`config.mk`:
```
export PLATFORM = sky130hd
export DESIGN_NAME = mul_arbiter
export DESIGN_NICKNAME = d
export VERILOG_FILES = /design/src/rtl/mul_arbiter.sv
export SDC_FILE = /design/constraint.sdc
export NUM_CORES = 1
export LEC_CHECK = 0
export CAP_MARGIN = 20
export CORE_MARGIN = 2
export CORE_UTILIZATION = 31
export DETAILED_ROUTE_END_ITERATION = 16
export MAX_ROUTING_LAYER = met4
export SLEW_MARGIN = 20
export SYNTH_ARGS = -nofsm -noshare
export SYNTH_HDL_FRONTEND = slang
export SYNTH_SLANG_ARGS = --single-unit
```
`constraint.sdc`:
```
create_clock -name clk -period 3.96 [get_ports clk]
set_clock_uncertainty 0.05 [all_clocks]
set_input_delay 1.188 -clock clk [delete_from_list [all_inputs] [get_ports clk]]
set_output_delay 1.188 -clock clk [all_outputs]
set_load 0.02 [all_outputs]
```
`src/rtl/mul_arbiter.sv`:
```
// Round-robin controller sharing one sequential multiplier among NREQ requesters.
// Latches the winner's operands, pulses start, waits MUL_LAT cycles, then returns the product.
module mul_arbiter #(
  parameter int NREQ    = 4,
  parameter int W       = 8,
  parameter int MUL_LAT = 9
) (
  input  logic              clk,
  input  logic              reset,
  input  logic [NREQ-1:0]   req,
  input  logic [NREQ*W-1:0] a_in,
  input  logic [NREQ*W-1:0] b_in,
  output logic [NREQ-1:0]   gnt,
  output logic [NREQ-1:0]   done,
  output logic [2*W-1:0]    result,
  output logic              busy,
  output logic              mul_start,
  output logic [W-1:0]      mul_a,
  output logic [W-1:0]      mul_b,
  input  logic [2*W-1:0]    mul_op
);
  localparam int IW = $clog2(NREQ);
  localparam int CW = $clog2(MUL_LAT + 1);
  localparam logic [IW-1:0] LAST_RST = IW'(NREQ - 1);
  localparam logic [CW-1:0] CNT_LOAD = CW'(MUL_LAT - 1);
  localparam logic [CW-1:0] CNT_ONE  = CW'(1);
  localparam logic [NREQ-1:0] GNT_ONE = NREQ'(1);

  typedef enum logic [1:0] {
    IDLE  = 2'd0,
    START = 2'd1,
    WAIT  = 2'd2,
    DONE  = 2'd3
  } state_t;

  state_t          state_r;
  logic [IW-1:0]   last_r;
  logic [CW-1:0]   cnt_r;
  logic [IW-1:0]   win_s;
  logic            found_s;

  function automatic logic [IW-1:0] rr_index(input logic [IW-1:0] base, input int step);
    return IW'((int'(base) + step) % NREQ);
  endfunction

  // Round-robin pick: scanning down means the smallest step after last wins.
  always_comb begin
    win_s   = last_r;
    found_s = 1'b0;
    for (int k = NREQ; k >= 1; k--) begin
      win_s   = req[rr_index(last_r, k)] ? rr_index(last_r, k) : win_s;
      found_s = found_s | req[rr_index(last_r, k)];
    end
  end

  // Control FSM; every output is registered and follows the state it accompanies.
  always_ff @(posedge clk or negedge reset) begin
    if (!reset) begin
      state_r   <= IDLE;
      last_r    <= LAST_RST;
      cnt_r     <= '0;
      gnt       <= '0;
      done      <= '0;
      result    <= '0;
      busy      <= 1'b0;
      mul_start <= 1'b0;
      mul_a     <= '0;
      mul_b     <= '0;
    end else begin
      mul_start <= 1'b0;
      done      <= '0;
      case (state_r)
        IDLE: begin
          if (found_s) begin
            mul_a   <= a_in[win_s*W +: W];
            mul_b   <= b_in[win_s*W +: W];
            gnt     <= GNT_ONE << win_s;
            last_r  <= win_s;
            busy    <= 1'b1;
            state_r <= START;
          end else begin
            state_r <= IDLE;
          end
        end
        START: begin
          mul_start <= 1'b1;
          cnt_r     <= CNT_LOAD;
          state_r   <= WAIT;
        end
        WAIT: begin
          if (cnt_r == '0) begin
            result  <= mul_op;
            done    <= gnt;
            state_r <= DONE;
          end else begin
            cnt_r   <= cnt_r - CNT_ONE;
          end
        end
        DONE: begin
          gnt     <= '0;
          busy    <= 1'b0;
          state_r <= IDLE;
        end
        default: begin
          gnt     <= '0;
          busy    <= 1'b0;
          state_r <= IDLE;
        end
      endcase
    end
  end
endmodule
```
Word-level counts from Yosys, hierarchy flattened
Cells that the tools add are included.

operators by class
  order comparisons = 4
  $add $sub $neg = 5
  shift-type cells = 3
  multiplexer cells = 24
  reductions and logical operators = 8
  divide/modulo/power cells = 0
  equality and inequality tests = 6
  multipliers = 0
  bitwise operators = 3

operators with widths
  operator                                                                number
  32-bit by 6-bit variable part select with 8-bit output                  2
  4-bit 2-to-1 mux                                                        4
  4-bit one-hot mux with 2 select lines                                   2
  2-bit by 3-bit < comparator with 1-bit output (second input constant)   4
  2-bit 2-to-1 mux                                                        5
  1-bit binary-select mux with 2-bit select                               4
  2-bit one-hot mux with 4 select lines                                   1
  2-bit AND reduction                                                     4
  1-bit 2-to-1 mux                                                        7
  2-bit != test (second input constant)                                   3
  2-bit by 1-bit adder with 2-bit output (second input constant)          2
  2-bit adder (second input constant)                                     2
  2-bit equality test (second input constant)                             2
  4-bit logical NOT                                                       1
  2-bit nonzero test                                                      2
  1-bit by 2-bit << shifter with 4-bit output (first input constant)      1
  4-bit by 1-bit subtractor with 4-bit output (second input constant)     1
  1-bit bitwise OR                                                        3
  2-bit by 1-bit equality test with 1-bit output (second input constant)  1
  2-bit logical NOT                                                       1
  1-bit one-hot mux with 2 select lines                                   1

storage, ports and cells
  register bits after elaboration = 50
  bits in writable memories = 0
  ROM bits = 0
  logic and storage cells = 63
  memories kept = 0
  bits in latches = 0

Longest topological paths before layout
  word-level depth = 10
  depth in mapped cells = 8
  depth with buffers taken out = 7

Worst setup path after synthesis
Ideal clock, no wire load.

  path kind = input to register
  from = in req[1]
  to = reg mul_a[7]
  data required time = 3.775 ns
  setup time = 0.135 ns
  slack = 1.336 ns
  buffers on the path = 2
  stages on the path = 7
  data arrival time = 2.439 ns
  path through = nand2b_1 nor2_1 or3_1 buf_2 buf_6 a2111oi_2 a211oi_1

on the way
  cells in the longest elaborated chain, start to end = 7
  elaborated cells between the ends (all ways) = 17
  those cells by class = shift: 1; mux: 12; bitwise: 3; reduce/logical: 1

RTL lines
  what                                                    line    text
  from (decl)                                             10      input logic [NREQ-1:0] req,
  1-bit binary-select mux with 2-bit select               51, 52
  1-bit 2-to-1 mux (implied by the code)                  51, 52
  2-bit 2-to-1 mux (4 in a row)                           51      win_s = req[rr_index(last_r, k)] ? rr_index(last_r, k) : win_s;
  32-bit by 6-bit variable part select with 8-bit output  75      mul_a <= a_in[win_s*W +: W];
  to (signal assigned)                                    75
  to (decl)                                               18      output logic [W-1:0] mul_a,

Parallel ways exist; a longest one is shown, timed or not. The select of a mux whose other input is x is not followed.
A chain may end at the register's enable or synchronous reset.

Worst setup path after layout
  from = in req[3]
  to = reg mul_b[7]

on the way
  cells in the longest elaborated chain, start to end = 7
  elaborated cells between the ends (all ways) = 17
  those cells by class = shift: 1; mux: 12; bitwise: 3; reduce/logical: 1

RTL lines
  what                                                    line    text
  1-bit binary-select mux with 2-bit select               51, 52
  1-bit 2-to-1 mux (implied by the code)                  51, 52
  2-bit 2-to-1 mux (4 in a row)                           51
  32-bit by 6-bit variable part select with 8-bit output  76      mul_b <= b_in[win_s*W +: W];
  to (signal assigned)                                    76
  to (decl)                                               19      output logic [W-1:0] mul_b,

Parallel ways exist; a longest one is shown, timed or not. The select of a mux whose other input is x is not followed.

==> summary.txt <==
SETUP PATH
---------------------------------------------------------------------------------
Reg2Reg Setup Slack                                                       1.35 ns
Arrival time reported for the critical path endpoint                      3.50 ns
Cell-by-cell listing of the critical path                            clkdlybuf4s50_1 > nor4_1 > buf_4 > nor2_2 > and2_1 > a211oi_1
CP Data Required Time                                                     4.06 ns
CP top delay family                                                  simple AND/OR/NAND/NOR gates
Path type of the worst setup path                                    input port to flip-flop
Critical-path cell with the highest stage delay                      sky130_fd_sc_hd__and2_1
Crit path launch type                                                  input port
Reg2Reg Depth                                                                   6
Worst path buffer plus inverter count                                           2
CP endpoint kind                                                        flip-flop
Critical register-to-register path endpoint                              mul_b[7]
Maximum fanout count along the critical path                                   21
Worst reg2reg startpoint                                               state_r[0]
Worst setup path start                                                     req[3]
Critical Path Max Stage Delay                                             0.70 ns

STA
---------------------------------------------------------------------------------
Worst-Margin Slew                                                       0.9698 ns
Final worst path period share                                              85.85%
Final min period                                                         3.400 ns
Number of hold violations in the final report                                   0
Fmax                                                                    294.1 MHz
Final setup violating endpoints                                                 0
Aggregate negative setup slack                                               0 ns
Total count of max-transition violations in the final report                    0
Worst relative slew slack                                                  35.00%
Setup repair after global routing missed its margin                         false

CTS
---------------------------------------------------------------------------------
Reg clk slew, reported paths                                              0.10 ns
TritonCTS Buffers                                                               5
Cell at the root of the clock tree                                   sky130_fd_sc_hd__clkbuf_8
Sink count of the clock tree                                                   50
Post-cts hold buffer count                                                      0
Number of buffers on the longest clock path                                     2
Insertion delay of the later-clocked pin in the worst-skew pair           0.30 ns
Clock tree from TritonCTS                                                   built
Count of instances resized after the clock tree is built                        0
Buffer count from post-CTS setup fixing                                         0
Deepest level of the CTS H-tree                                                 2

SYNTHESIS
---------------------------------------------------------------------------------
Net Count, Synth                                                              327
Number of instances in the synthesized netlist                                236
#FFs+latches synth                                                             50
Most used flip-flop cell after synthesis                             sky130_fd_sc_hd__dfrtp_1
Portion of the post-synthesis area used by sequential elements             47.38%
Number of synthesis warnings                                                    0
Number of enable flip-flop cells after synthesis                                0
Syn Area/Cell                                                         11.21 sq um
Post-Syn Area                                                        0.002646 sq mm
Netlist cell types                                                             37
Fraction of synthesis flops using an asynchronous set or reset pin         100.0%

GLOBAL ROUTE
---------------------------------------------------------------------------------
Vias in the first global route                                               2374
Number of antenna violations at the first check in global routing               0
Pin count of the biggest net entering global routing                           50
Wire length of the first global-routing pass                             11570 um
Total GRT Usage                                                            16.64%
Overflow left after global routing                                              0

ROUTING
---------------------------------------------------------------------------------
Sum of routed wire length over all layers                                 7421 um
Vias after detailed routing                                                  2362
Post-DR vias/cell                                                           5.047
Drt first-iter violations                                                     112
Count of TritonRoute iterations in the first routing pass                       6
DRT antenna net count                                                           0
Wire length per cell after detailed routing                              15.86 um
Number of remaining DRC errors                                                  0

PWR
---------------------------------------------------------------------------------
Power Density                                                        736.1 mW/mm^2
Leakage Power                                                            1.638 nW
Worst voltage drop across the vdd grid                                  0.2308 mV

FINISH
---------------------------------------------------------------------------------
Top library cells by usage in the layout, fill and taps aside        sky130_fd_sc_hd__clkdlybuf4s50_1 (126), sky130_fd_sc_hd__dfrtp_1 (48), sky130_fd_sc_hd__nor2_1 (22)
Cell area after layout                                               0.004190 sq mm
Net count reported at finish                                                  453
Number of antenna repair diodes                                                 0
Fraction of layout cells with a size suffix above 1                        14.05%
Area added between synthesis and finish                                    58.35%
Most common cell after layout, fill and taps aside                   sky130_fd_sc_hd__clkdlybuf4s50_1

FLOORPLANNING
---------------------------------------------------------------------------------
DIE HEIGHT                                                               96.39 um
Horizontal die dimension                                                 96.39 um
Effective utilization at floorplan                                         32.05%
Rows                                                                           33
Count of boundary I/O pins                                                    128
Area enclosed by the die boundary                                    0.009291 sq mm
Core region area                                                     0.008258 sq mm

PLACE
---------------------------------------------------------------------------------
Count of port buffers added during placement                                  127
Area post-placement                                                  0.004053 sq mm
HPWL reported at the end of detailed placement                            5502 um
GPL Wtd Cong                                                               0.8364

MIN PATH
---------------------------------------------------------------------------------
Hold path depth                                                                 1
Hold path endpoint                                                     result[11]
Classification of the worst-slack hold path                          flip-flop to flip-flop
Critical hold path startpoint                                          result[11]

STATUS
---------------------------------------------------------------------------------
Result of the run                                                       completed

JOB
---------------------------------------------------------------------------------
Max-cap violations                                                              0

-- cells in the mapped netlist (2+ instances only) --
library cell                count  area share [%]
sky130_fd_sc_hd__a211oi_1      16             4.5
sky130_fd_sc_hd__a21oi_1        5            0.95
sky130_fd_sc_hd__buf_2         11             2.1
sky130_fd_sc_hd__dfstp_2        2             2.0
sky130_fd_sc_hd__ha_1           5             2.4
sky130_fd_sc_hd__o21ai_1        2            0.38
sky130_fd_sc_hd__nor4b_1       16             5.3
sky130_fd_sc_hd__mux2i_1       16             6.1
sky130_fd_sc_hd__and2_1         5             1.2
sky130_fd_sc_hd__nand2_1       10             1.4
sky130_fd_sc_hd__mux2_2        16             6.8
sky130_fd_sc_hd__clkbuf_1       4            0.57
sky130_fd_sc_hd__nor4_1         2            0.47
sky130_fd_sc_hd__o21ai_0        9             1.7
sky130_fd_sc_hd__a2111oi_2      8             4.5
sky130_fd_sc_hd__a2111oi_0      7             2.3
sky130_fd_sc_hd__nand2b_1       4            0.95
sky130_fd_sc_hd__nand3_1        2            0.38
sky130_fd_sc_hd__a32o_1         2            0.76
sky130_fd_sc_hd__dfrtp_1       48              45
sky130_fd_sc_hd__inv_1          8             1.1
sky130_fd_sc_hd__nor2_1        23             3.3
-- power by group --
part	internal, mW	switching [mW]	total [mW]	leakage [nW]
sequential	0.758	0.145	0.902	0.591
clock	0.253	0.180	0.433	0.0683
combinational	0.814	0.935	1.75	0.979
total	1.82	1.26	3.08	1.64
-- layer usage --
layer / global-route usage [%] / share of wire, % / vias to the layer above
li1: - / - / 1129
met1: 20.68 / 43 / 1132
met2: 28.07 / 49 / 92
met3: 2.870 / 6.6 / 9
met4: 4.577 / 1.6 / 0
met5: - / 0 / -
-- layout make-up --
type                            count  area, sq um
Clock buffer                        5        68.82
Clock inverter                      3        68.82
Fill cell                         761         4068
Inverter                            8        30.03
Multi-Input combinational cell    161         1289
Sequential cell                    50         1254
Tap cell                          105        131.4
Timing Repair Buffer              136         1349
-- stage by stage --
step                hold slack, ns  power [mW]  setup slack [ns]  instances  util (%)
finish                      0.4625       3.084            0.5604        468     50.74
floorplan                   0.4201       1.955             1.336        236         -
CTS                         0.4680       3.115            0.5555        468     50.74
global route                0.4817       3.310            0.3952        468     50.74
detailed placement          0.4445       2.680            0.2070        460     49.08
global placement            0.4373       2.652            0.2611        460     49.05
-- state kept, by name, indices dropped and copies added, names as in the netlist --
name and cells:
mul_a 8, state_r 2, cnt_r 4, gnt 4, mul_b 8, last_r 2
busy 1, result 16, mul_start 1, done 4
-- how the worst max path moves through the flow --
stage                     slack [ns]  cells after the start  endpoint
final                           0.56                      6  mul_b[7]
after global routing            0.40                      7  mul_a[5]
after CTS                       0.56                      6  mul_b[7]
after detailed placement        0.21                      6  mul_b[7]
after global placement          0.26                      7  mul_a[2]
after floorplan                 1.34                      7  mul_a[7]
-- kinds of logic after synthesis --
| group | synth area share, % |
|---|---|
| mux | 12.86 |
| flops | 47.38 |
| compound gates | 18.49 |
| simple gates | 14.18 |
| xor+xnor | 0.3310 |
| fa+ha+maj | 2.364 |
| buf+inv | 4.397 |
Note: power is estimated with default switching activity, not from simulation.
